[config.mk]
export PLATFORM = sky130hd
export DESIGN_NAME = sinc_seq_ctrl
export DESIGN_NICKNAME = d
export VERILOG_FILES = /design/src/rtl/sigdel_pkg.sv /design/src/rtl/sd_en_div.sv /design/src/rtl/sinc_seq_ctrl.sv
export SDC_FILE = /design/constraint.sdc
export NUM_CORES = 1
export LEC_CHECK = 0
export BUFFER_PORTS_ARGS = -buffer_cell sky130_fd_sc_hd__buf_2
export CAP_MARGIN = 20
export CORE_MARGIN = 5
export CORE_UTILIZATION = 31
export CTS_BUF_LIST = sky130_fd_sc_hd__clkbuf_4 sky130_fd_sc_hd__clkbuf_8 sky130_fd_sc_hd__clkbuf_16
export DETAILED_ROUTE_END_ITERATION = 10
export PLACE_DENSITY = 0.47
export SYNTH_ARGS = -nofsm -noshare
export SYNTH_HDL_FRONTEND = slang
export SYNTH_SLANG_ARGS = --single-unit
[constraint.sdc]
create_clock -name clk -period 4.65 [get_ports clk]
set_input_delay 0.93 -clock clk [delete_from_list [all_inputs] [get_ports clk]]
set_output_delay 0.93 -clock clk [all_outputs]
set_load 0.02 [all_outputs]
[src/rtl/sigdel_pkg.sv]
// Shared types and defaults for the sinc2 decimation sequencer.
package sigdel_pkg;

  localparam int DW_DEF     = 16;
  localparam int DIV_W_DEF  = 8;
  localparam int SETTLE_DEF = 2;

  typedef enum logic [1:0] {
    IDLE  = 2'd0,
    CLEAR = 2'd1,
    RUN   = 2'd2
  } seq_state_e;

endpackage

[src/rtl/sd_en_div.sv]
// Terminal-count enable divider: pulses on the tick where the count equals tc_val.
module sd_en_div #(
  parameter int DIV_W = 8
) (
  input  logic             clk,
  input  logic             rst_n,
  input  logic             clr,
  input  logic             en,
  input  logic             tick,
  input  logic [DIV_W-1:0] tc_val,
  output logic             pulse
);

  logic [DIV_W-1:0] cnt;

  assign pulse = en & tick & (cnt == tc_val);

  always_ff @(posedge clk or negedge rst_n) begin
    if (!rst_n) begin
      cnt <= '0;
    end else if (clr) begin
      cnt <= '0;
    end else if (en && tick) begin
      cnt <= pulse ? '0 : cnt + {{(DIV_W-1){1'b0}}, 1'b1};
    end
  end

endmodule

[src/rtl/sinc_seq_ctrl.sv]
// Sinc2 filter sequencer: clock enables, start-up clear/settling discard and
// sample hand-off on valid/ready with a sticky overrun flag.
//
// state | meaning
// IDLE  | stopped, waiting for en; config latched on exit
// CLEAR | one-cycle synchronous filter clear
// RUN   | dividers running, decimated outputs captured
module sinc_seq_ctrl
  import sigdel_pkg::*;
#(
  parameter int DW     = DW_DEF,
  parameter int DIV_W  = DIV_W_DEF,
  parameter int SETTLE = SETTLE_DEF
) (
  input  logic             clk,
  input  logic             rst_n,
  input  logic             en,
  input  logic [DIV_W-1:0] fs_div,
  input  logic [DIV_W-1:0] osr,
  output logic             filt_clr_o,
  output logic             fsclk_o,
  output logic             fbwclk_o,
  input  logic [DW-1:0]    filt_in,
  output logic [DW-1:0]    sample_o,
  output logic             valid_o,
  input  logic             ready_i,
  output logic             overrun_o,
  input  logic             clr_ovr_i,
  output logic             busy_o
);

  localparam logic [DIV_W-1:0] SETTLE_V = DIV_W'(SETTLE);

  seq_state_e       state, state_nxt;
  logic             latch_cfg;
  logic [DIV_W-1:0] fs_div_l, osr_l;
  logic [DIV_W-1:0] discard_cnt;
  logic             cap_q;
  logic             run_act;
  logic             keep;

  always_ff @(posedge clk or negedge rst_n) begin
    if (!rst_n) begin
      state    <= IDLE;
      fs_div_l <= '0;
      osr_l    <= '0;
    end else begin
      state <= state_nxt;
      if (latch_cfg) begin
        fs_div_l <= fs_div;
        osr_l    <= osr;
      end
    end
  end

  always_comb begin
    state_nxt  = state;
    latch_cfg  = 1'b0;
    filt_clr_o = 1'b0;
    unique case (state)
      IDLE: begin
        if (en) begin
          state_nxt = CLEAR;
          latch_cfg = 1'b1;
        end
      end
      CLEAR: begin
        filt_clr_o = 1'b1;
        state_nxt  = en ? RUN : IDLE;
      end
      RUN: begin
        if (!en) state_nxt = IDLE;
      end
      default: state_nxt = IDLE;
    endcase
  end

  assign busy_o  = (state != IDLE);
  // en gates the enables combinationally so a stop takes effect this cycle
  assign run_act = (state == RUN) & en;

  sd_en_div #(.DIV_W(DIV_W)) u_fs_div (
    .clk    (clk),
    .rst_n  (rst_n),
    .clr    (~run_act),
    .en     (run_act),
    .tick   (1'b1),
    .tc_val (fs_div_l),
    .pulse  (fsclk_o)
  );

  sd_en_div #(.DIV_W(DIV_W)) u_dec_div (
    .clk    (clk),
    .rst_n  (rst_n),
    .clr    (~run_act),
    .en     (run_act),
    .tick   (fsclk_o),
    .tc_val (osr_l),
    .pulse  (fbwclk_o)
  );

  // filter output settles one cycle after its fbwclk update edge
  assign keep = cap_q & (discard_cnt >= SETTLE_V);

  always_ff @(posedge clk or negedge rst_n) begin
    if (!rst_n) begin
      cap_q       <= 1'b0;
      discard_cnt <= '0;
      sample_o    <= '0;
      valid_o     <= 1'b0;
      overrun_o   <= 1'b0;
    end else begin
      cap_q <= fbwclk_o;

      if (state == CLEAR) begin
        discard_cnt <= '0;
      end else if (cap_q && (discard_cnt < SETTLE_V)) begin
        discard_cnt <= discard_cnt + {{(DIV_W-1){1'b0}}, 1'b1};
      end

      if (keep) begin
        sample_o <= filt_in;
        valid_o  <= 1'b1;
      end else if (valid_o && ready_i) begin
        valid_o <= 1'b0;
      end

      if (keep && valid_o && !ready_i) begin
        overrun_o <= 1'b1;
      end else if (clr_ovr_i) begin
        overrun_o <= 1'b0;
      end
    end
  end

endmodule

==> impl_results.md, run 1 <==
- CP endpoint kind: primary output
- Detailed Route WL: 5.24 mm
- DRC: 0
- DR vias: 1,831
- ANT nets after route: 0
- Final Cycle Share: between 60% and 70%
- Clk buf depth: 2
- Synth top area share: between 50 and 60%
- Utilization after layout: a little under two fifths
- Grt total ovfl: 0
- Initial antenna violation count: 0
- Setup CP Type: reg2out
- Worst Path Max Fanout: 12
- Area growth syn-to-layout: 21.1%
- Synthesized area: 2720 µm²
- Crit path DAT: approximately 2.3 ns
- Least-Margin Pin Slew: between 0.7 and 0.8 ns
- Worst-Skew Late Latency: approximately 0.33 ns
- Post-CTS setup buffers: 0
- Clock Sinks: 61
- Final hold violation count: 0
- Fillcell total: between 800 and 900
- CTS Root Cell: clkbuf_8
- Syn avg cell area: about 13 µm²
- Synth Instances: 210
- GRT Util Overall: between 10% and 20%
- Chip Width: 104 µm
- Outcome: finished clean
- Clock buffer count from CTS: 9
- Die height: 104 µm
- Sum of negative setup slack: 0 ns
- Detail Placement HPWL: between 3 and 4 mm
- Num ports: just under 60
- Global-route wire length before repair: 9.09 mm
- Worst Skew: approximately 0.0054 ns
- Antenna cells: 0
- NumNets Final: ~320
- Clock transition at path regs: 0.07 ns
- Yosys reg bits: 61
- VDD IR max: between 100 and 150 µV
- RSZ-0062 raised after global routing: no
- Synth warnings: 0
- Sequential Area: approximately 1500 µm²
- EDFF count, synth: 0
- Most frequent cells after synthesis: dfrtp_1, mux2_2, xor2_1, nand3_1, nor2_1
- Pwr dens: 350 nW/µm²
- Top cells by area, synth: dfrtp_1, mux2_2, xor2_1, mux2_4, and3_1
- Die ar.: around 11,000 µm²
- Drt first pass iters: 4
- Slew HR: 50.9%
- CTS Hold Bufs: 0
- Worst Hold Slack: around 0.49 ns
- Multi-input logic area: approximately 1100 µm²
- Total core area: 8640 µm²
- Startpoint Class: register
- Final Wtd Congestion: around 0.75
- DRT iter0 DRCs: 66
- Leak: between 1.5 and 2 nW
- Final worst slack: 1.45 ns
- Largest net degree at the start of global routing: 33
- Setup Viol. Count Final: 0
- Async SR Flop Fraction: between 90% and 100%
- Final Critical Period: ~3.2 ns
- Slew Viols, Final: 0
- Vias in the first global route: 1,911
- R2R Setup Slk: between 2 and 2.5 ns
- I/O Buffers: 58
- CTS tree: yes
- Synth area leader: dfrtp_1
- Starting Density: around a third
- DR WL/cell: 13.5 µm
- Syn nets: 251
- Critical path data required time: 3.72 ns
- Layout cell share with drive strength beyond 1: between 40 and 50%
- Post-synth top flop: dfrtp_1
- Via/cell ratio: about 4.7
- Row Count: 34
- Peak Freq: about 310 MHz
- Hold Path Class: reg2reg
- Most frequent cell after synthesis: dfrtp_1
- Unique masters post-synth: 34
- Dpl ws: 1.78 ns
- H-tree levels: 3
- Register area share after synthesis: between 50% and 60%
- Max-Cap Viols: 0
- Power, Total: around 0.0012 W
- CTS resizes: 0
## stage by stage
step                      instances  instance area, µm²
after floorplan                 210                2720
after global placement          373                3130
final                           388                3300
after CTS                       388                3300
after global routing            388                3300
after detailed placement        373                3130
## flip-flops by register name, indices dropped and copies added, names as in the netlist
register	cells
sample_o	16
osr_l	8
overrun_o	1
discard_cnt	8
cap_q	1
valid_o	1
fs_div_l	8
u_dec_div.cnt	8
u_fs_div.cnt	8
state	2
## logic make-up after synthesis
group / after synthesis / share of synthesized area [%]
flops: 61 / 56.1
buf+inv: 9 / 1.84
simple gates: 62 / 12.7
compound gates: 19 / 5.79
xor+xnor: 23 / 7.40
fa+ha+maj: 4 / 1.84
mux: 32 / 14.3
## layout by cell type (no fill, tap or decap), drive strengths merged
| master | synthesis | layout |
|---|---|---|
| o21a | 1 | 1 |
| or2 | 2 | 2 |
| dfrtp | 61 | 61 |
| clkinv | 0 | 2 |
| mux2 | 32 | 32 |
| xnor2 | 2 | 2 |
| o21ai | 3 | 3 |
| nand3 | 12 | 12 |
| nor3 | 1 | 1 |
| o22ai | 1 | 1 |
| xor2 | 21 | 21 |
| nand2b | 3 | 3 |
| clkinvlp | 0 | 2 |
| nor3b | 2 | 2 |
| inv | 4 | 4 |
| and2 | 5 | 5 |
| or4 | 1 | 1 |
| and3b | 1 | 1 |
| ha | 4 | 4 |
| buf | 1 | 60 |
| clkbuf | 4 | 11 |
| o31ai | 1 | 1 |
| nor2 | 11 | 11 |
| a32oi | 6 | 6 |
| and3 | 10 | 10 |
| o41ai | 5 | 5 |
| a31oi | 1 | 1 |
| a21boi | 1 | 1 |
| nor4 | 5 | 5 |
| nand3b | 2 | 2 |
| nand2 | 7 | 7 |
## power by group
part / total, W / switching [W] / internal (W)
clock: 0.000411 / 0.000202 / 0.000209
combinational: 0.000140 / 0.0000656 / 0.0000749
sequential: 0.000604 / 0.0000302 / 0.000574
total: 0.00116 / 0.000297 / 0.000858
## worst max-delay path, cell delays in order, from the launching register on
cell and delay, ns:
dfrtp_1 0.44, xor2_1 0.16, nor4_1 0.42, nand2_1 0.35, nor3_1 0.34, buf_2 0.22
## final timing paths
check,startpoint,endpoint,depth (start not counted)
min,discard_cnt[6]$_DFFE_PN0P_,discard_cnt[6]$_DFFE_PN0P_,1
max reg2reg,discard_cnt[2]$_DFFE_PN0P_,sample_o[4]$_DFFE_PN0P_,5
min reg2reg,discard_cnt[6]$_DFFE_PN0P_,discard_cnt[6]$_DFFE_PN0P_,1
min in group asynchronous,rst_n,osr_l[0]$_DFFE_PN0P_,1
max in group asynchronous,rst_n,fs_div_l[0]$_DFFE_PN0P_,2
max,u_fs_div.cnt[0]$_DFF_PN0_,fbwclk_o,5
## layout make-up
cell class | instances | share of cell area [%]
Tap cell | 108 | 4.10
Multi-Input combinational cell | 140 | 34.7
Clock buffer | 11 | 4.40
Inverter | 4 | 0.455
Sequential cell | 61 | 46.3
Timing Repair Buffer | 60 | 9.26
Clock inverter | 4 | 0.759
## metal layers
metal  GRT usage [%]  up-vias  part of all wire [%]
met1            13.1      888                    48
met5               0        -                     0
met3            4.54        8                   7.0
met2            15.0       48                    44
li1                -      887                     -
met4            3.52        0                   1.4
No activity file was read; power rests on OpenSTA's default activity.
==> inputs of run 2 (changes only) <==
==> constraint.sdc (replaced) <==
create_clock -name clk -period 3.1 [get_ports clk]
set_input_delay 0.62 -clock clk [delete_from_list [all_inputs] [get_ports clk]]
set_output_delay 0.62 -clock clk [all_outputs]
set_load 0.02 [all_outputs]
==> run 2 against run 1 <==
Compared with the run above:
- register-to-register slack worse by 1.5 ns
- combinational power is 53% higher
- wire length is 2.4% higher
- sequential share of layout area is 0.62 points lower
- critical path type unchanged
- largest power group unchanged
==> impl_results.md, run 2 (same netlist as run 1, synthesis figures left out) <==
- Final Cycle Share: 89.5%
- Clock buffer count from CTS: 9
- I/O Buffers: just under 60
- Initial antenna violation count: 0
- DRC: 0
- Final hold violation count: 0
- CTS Root Cell: clkbuf_8
- Inst Count DP: approximately 370
- CP endpoint kind: primary output
- Final instance area: between 3000 and 4000 µm²
- Drt first pass iters: 4
- Post-route insts no fill: a little under 400
- Die height: roughly 100 µm
- Max reg flops: 16
- Detailed Route WL: around 5.4 mm
- Sw Ratio: roughly a quarter
- DR vias: 1,811
- Grt total ovfl: 0
- Clk pwr share: about two fifths
- Least-Margin Pin Slew: 0.756 ns
- Final Critical Period: 2.77 ns
- CTS tree: yes
- Slew Viols, Final: 0
- ANT nets after route: 0
- Worst Path Max Fanout: 5
- CTS resizes: 0
- Vias in the first global route: 1,922
- Post-CTS setup buffers: 0
- Final Wtd Congestion: roughly 0.77
- DR WL/cell: ~14 µm
- CTS Hold Bufs: 0
- Num ports: 59
- Clock Sinks: a little over 60
- Antenna cells: 0
- Worst Hold Slack: 0.355 ns
- Internal: about 0.0014 W
- Biggest register: sample_o
- Utilization after layout: slightly below 40%
- Leak: between 1.5 and 2 nW
- Critical path data required time: 2.48 ns
- Detail Placement HPWL: 3.83 mm
- RSZ-0062 raised after global routing: no
- Worst Skew: about 0.0046 ns
- Sw power: approximately 0.00044 W
- Seq pwr share: 50.0%
- Sum of negative setup slack: 0 ns
- Outcome: finished clean
- Most frequent cells in the layout: dfrtp_1, buf_2, mux2_2, xor2_1, nand3_1
- NumNets Final: ~320
- Pwr dens: around 540 nW/µm²
- Hold Path Class: in2async
- VDD IR max: roughly 280 µV
- Layout cell share with drive strength beyond 1: between 40% and 50%
- Total core area: between 8000 and 9000 µm²
- R2R Setup Slk: around 0.77 ns
- Slew HR: around 50%
- Global-route wire length before repair: about 9.2 mm
- Clock transition at path regs: 0.07 ns
- Commonest non-fill, non-tap cell in the layout: dfrtp_1
- Max-Cap Viols: 0
- Row Count: 34
- GRT Util Overall: between 10% and 20%
- Comb power frac: a little under an eighth
- Starting Density: 31.5%
- Largest net degree at the start of global routing: 33
- Die ar.: around 11,000 µm²
- DRT iter0 DRCs: 60
- Setup CP Type: reg2out
- Via/cell ratio: ~4.6
- Worst-Skew Late Latency: ~0.33 ns
- Peak Freq: around 360 MHz
- H-tree levels: 3
- Placed Area: roughly 3100 µm²
- Clk buf depth: 2
- Setup Viol. Count Final: 0
- Startpoint Class: register
- Chip Width: between 100 and 150 µm
- Area growth syn-to-layout: 22.8%
- Crit path DAT: around 2.2 ns
run 2: worst max-delay path, cell delays in order, from the launching register on:
cell     delay, ns
dfrtp_1       0.44
xor2_1        0.16
nor4_1        0.45
nand2_1       0.22
nor3_1        0.32
buf_2         0.23
run 2: path summary, 6_finish.rpt:
check,cells past startpoint,end,startpoint
worst max-delay path,5,fbwclk_o,u_fs_div.cnt[2]$_DFF_PN0_
worst min-delay path,1,osr_l[1]$_DFFE_PN0P_,rst_n
worst max register to register,5,sample_o[15]$_DFFE_PN0P_,discard_cnt[2]$_DFFE_PN0P_
worst min register to register,1,discard_cnt[3]$_DFFE_PN0P_,discard_cnt[3]$_DFFE_PN0P_
max in group asynchronous,2,u_fs_div.cnt[7]$_DFF_PN0_,rst_n
min in group clk,2,overrun_o$_DFFE_PN0P_,clr_ovr_i
run 2: cell type report:
type                    instances  area [µm²]
fillers                       872        5290
flip-flops and latches         61        1530
multi-input cells             140        1150
repair buffers                 61         325
clock buffers                  11         145
well taps                     108         135
clock inverters                 5        50.0
inverters                       4        15.0
run 2: stage by stage:
stage | power [W] | worst slack [ns]
floorplan | 0.00105 | 0.721
global placement | 0.00114 | 0.694
detailed placement | 0.00114 | 0.646
CTS | 0.00186 | 0.271
global route | 0.00192 | 0.101
finish | 0.00182 | 0.325
run 2: power groups by stage:
stage,clock network [W],registers (W),logic [W]
global placement,0,0.000923,0.000218
detailed placement,0,0.000924,0.000219
global route,0.000759,0.000917,0.000241
floorplan,0,0.000925,0.000129
CTS,0.000732,0.000909,0.000220
finish,0.000695,0.000907,0.000214
run 2: routing by layer:
layer  wire length [µm]  vias up  share of wire (%)  GRT usage (%)
met3                341        9                6.4           4.29
met5                  0        -                  0              0
li1                   -      888                  -              -
met4                 87        0                1.6           4.16
met1               2550      867                 48           13.5
met2               2380       47                 44           15.4
